<file path="src/rtl/updown_counter_p.sv">
// Up/down counter with runtime limit, wrap or saturate boundary handling,
// registered terminal-count pulse, sticky overflow flag and gated output.
module updown_counter_p #(
  parameter int unsigned           WIDTH     = 8,
  parameter logic [WIDTH-1:0]      RST_LIMIT = '1
) (
  input  logic             clk,
  input  logic             rst_n,
  input  logic             en,
  input  logic             dir,
  input  logic             mode_sat,
  input  logic             load_en,
  input  logic [WIDTH-1:0] load_val,
  input  logic             limit_we,
  input  logic [WIDTH-1:0] limit_val,
  input  logic             clr_flag,
  input  logic             oe,
  output logic [WIDTH-1:0] output_val,
  output logic             tc,
  output logic             ovf
);

  logic [WIDTH-1:0] count_q, count_d;
  logic [WIDTH-1:0] limit_q, limit_d;
  logic             tc_q, tc_d;
  logic             ovf_q, ovf_d;
  logic             boundary;

  always_comb begin
    // NOTE: every signal gets a default first so no path leaves it unassigned and no latch is inferred.
    count_d  = count_q;
    boundary = 1'b0;
    if (load_en) begin
      count_d = load_val;
    end else if (en) begin
      if (dir) begin
        if (count_q < limit_q) begin
          count_d = count_q + WIDTH'(1);
        end else begin
          // At or above the limit (above only after an over-limit load).
          boundary = 1'b1;
          count_d  = mode_sat ? limit_q : '0;
        end
      end else begin
        if (count_q == '0) begin
          boundary = 1'b1;
          count_d  = mode_sat ? '0 : limit_q;
        end else if (count_q > limit_q) begin
          // Pull an over-limit value back into range without flagging an event.
          count_d = limit_q;
        end else begin
          count_d = count_q - WIDTH'(1);
        end
      end
    end

    // The step above already used the old limit_q, so a same-cycle write only takes effect next cycle.
    limit_d = limit_we ? limit_val : limit_q;
    tc_d    = boundary;
    ovf_d   = boundary | (ovf_q & ~clr_flag);
  end

  always_ff @(posedge clk or negedge rst_n) begin
    if (!rst_n) begin
      count_q <= '0;
      limit_q <= RST_LIMIT;
      tc_q    <= 1'b0;
      ovf_q   <= 1'b0;
    end else begin
      // NOTE: non-blocking assignments so every register samples pre-edge values, matching flop behaviour.
      count_q <= count_d;
      limit_q <= limit_d;
      tc_q    <= tc_d;
      ovf_q   <= ovf_d;
    end
  end

  assign output_val = oe ? count_q : '0;
  assign tc         = tc_q;
  assign ovf        = ovf_q;

endmodule

</file>
<file path="config.mk">
export PLATFORM = sky130hd
export DESIGN_NAME = updown_counter_p
export DESIGN_NICKNAME = d
export VERILOG_FILES = /design/src/rtl/updown_counter_p.sv
export SDC_FILE = /design/constraint.sdc
export NUM_CORES = 1
export LEC_CHECK = 0
export BUFFER_PORTS_ARGS = -buffer_cell sky130_fd_sc_hd__buf_2
export CAP_MARGIN = 20
export CORE_MARGIN = 2
export CORE_UTILIZATION = 50
export DETAILED_ROUTE_END_ITERATION = 8
export PLACE_DENSITY_LB_ADDON = 0.3
export SLEW_MARGIN = 40
export SYNTH_ARGS = -nofsm -noshare
export SYNTH_HDL_FRONTEND = slang
export SYNTH_SLANG_ARGS = --single-unit
export TNS_END_PERCENT = 5
</file>
<file path="constraint.sdc">
create_clock -name clk -period 3.2 [get_ports clk]
set_input_delay 0.16 -clock clk [delete_from_list [all_inputs] [get_ports clk]]
set_output_delay 0.16 -clock clk [all_outputs]
set_load 0.05 [all_outputs]
</file>
==> metrics.csv <==
stage,metric,value,unit
outcome,status,finished clean,
global_route,GRT Util Overall,24.3,%
yosys,"Seq/Total Area, Yosys",27.9,%
hold_path,Min-Delay Path Depth,2,
clocking,Post-CTS Setup Bufs,0,
pwr,Pwr Total,0.000950,W
routing,routed vias,1594,
yosys,"FF+latch count, synth",18,
placement,Placer Congestion,0.891,
finish,register area,460,µm²
timing,fin crit period,2.80,ns
clocking,number of buffers created by CTS,3,
clocking,clock buffer depth,2,
global_route,largest net degree at the start of global routing,20,
pwr,pwr/cell area,507,nW/µm²
global_route,vias in the first global route,1419,
pwr,Max rail drop VDD,0.000207,V
placement,HPWL after DPL,3150,µm
finish,multi-input combinational cell area,1070,µm²
finish,NumNets Final,266,
yosys,asr flop ratio synth,100,%
floorplan,Die X,61.5,µm
timing,slew margin rel.,54.0,%
finish,diode count,0,
routing,vias per inst,5.84,
worst_setup_path,R2R Setup Slk,0.40,ns
hold_path,Hold Crit Class,in2reg,
hold_path,hold_sp,clr_flag,
routing,Routed wire per std cell,15.2,µm
timing,Least-Margin Pin Slew,0.690,ns
clocking,post-CTS sizing,0,
routing,DRT Pass-1 Iters,4,
hold_path,hold worst-path end,ovf,
floorplan,die height,61.5,µm
clocking,clock root buffer,clkbuf_4,
job,Max-cap violations,0,
floorplan,Std-Cell Rows,20,
timing,Final Skew,0.00735,ns
worst_setup_path,FF-to-FF End,count_q[1],
worst_setup_path,Slowest cell on crit path,or2_0,
yosys,YS warnings,0,
yosys,Yosys top cell area share,15.2,%
worst_setup_path,WP data required,3.44,ns
yosys,"Top FF cell, synth",dfrtp_1,
yosys,Post-synth EDFFs,0,
floorplan,Initial Utilization,53.2,%
timing,Final Hold Vio Count,0,
clocking,clk slew on worst S/H paths,0.11,ns
routing,DRC,0,
yosys,Synth area leader,dfrtp_1,
yosys,Syn Inst Count,202,
timing,Final WS setup,0.402,ns
timing,total negative setup slack,0,ns
clocking,CTS tree,yes,
clocking,Clock Latency Late Sink,0.31,ns
finish,Final Util,60.4,%
worst_setup_path,Setup crit start kind,register,
worst_setup_path,"Data arrival, critical path",3.03,ns
floorplan,IO Pins,35,
worst_setup_path,FF-to-FF Start,limit_q[7],
yosys,Post-Syn Area per Cell,8.17,µm²
clocking,H-tree lvl count,1,
finish,share of cells above drive strength 1,28.8,%
timing,Final Setup Violations,0,
global_route,global-route wire length before repair,6690,µm
placement,IO buf count,34,
clocking,# clock sinks,18,
floorplan,Die Area,3780,µm²
global_route,initial antenna violation count,0,
timing,highest clock rate,0.357,GHz
placement,pre-CTS WS,0.437,ns
global_route,global-route congestion overflow total,0,
pwr,leakage,0.842,nW
yosys,Netlist cell types,51,
yosys,most numerous cell in the Yosys netlist,nand2_1,
worst_setup_path,Critical Path Fanout Max,14,
worst_setup_path,Crit Path Category,reg2reg,
timing,RSZ-0062 raised after global routing,no,
worst_setup_path,critical path capture point type,register,
worst_setup_path,CP max stage delay,0.57,ns
finish,area delta synth->final,13.6,%
yosys,Post-synth top cells,"nand2_1 (20), nor2_1 (17), o21ai_0 (14), ha_1 (11), inv_1 (11)",
timing,Final Max Slew Viols,0,
timing,hold_ws,0.0216,ns
worst_setup_path,CP Cell Sequence,"inv_1, ha_1, nand4_1, nor2b_1, a21oi_2, or2_0, nand2_1, a2111o_1, a31oi_1",
routing,Starting DRT DRC Count,111,
finish,# fillers,295,
yosys,Synth Net Count,238,
yosys,post-synth design cell area,1650,µm²
yosys,top post-synthesis cells by area,"dfrtp_1 (15%), dfstp_2 (13%), ha_1 (8.3%)",
floorplan,core area,3100,µm²
routing,final wirelength,4160,µm
timing,final worst path period share,87.4,%
worst_setup_path,Reg2Reg Depth,9,
routing,"antenna viol nets, final",0,
==> flip-flops by register name, indices dropped and copies added, names as in the netlist <==
name	count
count_q	8
tc	1
ovf	1
limit_q	8
==> worst max path at each step <==
stage / start / to / slack (ns) / cells past startpoint
floorplan: limit_q[1] / count_q[5] / 0.90 / 9
global placement: limit_q[7] / count_q[1] / 0.52 / 9
detailed placement: limit_q[7] / count_q[1] / 0.44 / 9
CTS: limit_q[7] / count_q[1] / 0.41 / 9
global route: limit_q[7] / count_q[1] / 0.19 / 9
finish: limit_q[7] / count_q[1] / 0.40 / 9
==> repair_timing <==
| item | CTS | global route |
|---|---|---|
| setup endpoints to repair | 0 | 0 |
| hold buffers | 1 | 0 |
| hold endpoints to repair | 10 | 0 |
==> placed cells by master, fill, tap and decap left out, types with 5 or more instances in the layout <==
cell type,instances
nor2_1,17
o21ai_0,14
and2_1,7
dfstp_2,8
dfrtp_1,10
a211oi_1,5
buf_2,34
nand2_1,20
nand3_1,8
xor2_1,6
inv_1,11
ha_1,11
a21oi_1,8
==> report_power, final <==
group	switching [W]	internal (W)	total [W]	leakage, nW
Clock	0.0000797	0.0000696	0.000149	0.0210
Combinational	0.000302	0.000184	0.000486	0.612
Sequential	0.0000494	0.000265	0.000314	0.209
Total	0.000431	0.000518	0.000950	0.842
==> per-layer routing <==
metal  global-route usage [%]  wire length (µm)
met3                     2.94               319
met1                     33.5              1900
met2                     39.4              1890
met5                        0                 0
met4                     8.81                51
==> area by class of cell <==
cell class              instances  area share (%)
inverters                      11            2.20
repair buffers                 39            11.2
clock buffers                   4            1.94
multi-input cells             157            57.1
flip-flops and latches         18            24.6
well taps                      44            2.94
==> worst max-delay path: cells and delay by family, from the launching register on <==
| kind | cells | cell delay (ns) |
|---|---|---|
| AND/OR/NAND/NOR | 4 | 1.07 |
| AO/OA/AOI/OAI | 3 | 0.75 |
| flip-flops | 1 | 0.55 |
| adder cells (fa/ha/maj) | 1 | 0.30 |
| buffers and inverters | 1 | 0.07 |
==> kinds of logic after synthesis <==
logic type	count (synthesis)	share of synthesized area, %
AO/OA/AOI/OAI	52	22.5
multiplexers	3	1.97
adder cells (fa/ha/maj)	11	8.34
buffers and inverters	27	7.20
flip-flops	18	27.9
AND/OR/NAND/NOR	81	26.8
XOR/XNOR	10	5.31
==> stage by stage <==
stage	instance area (µm²)	cells
global route	1870	273
global placement	1830	268
CTS	1870	273
detailed placement	1830	268
finish	1870	273
floorplan	1650	202
(Power assumes the default switching activity.)
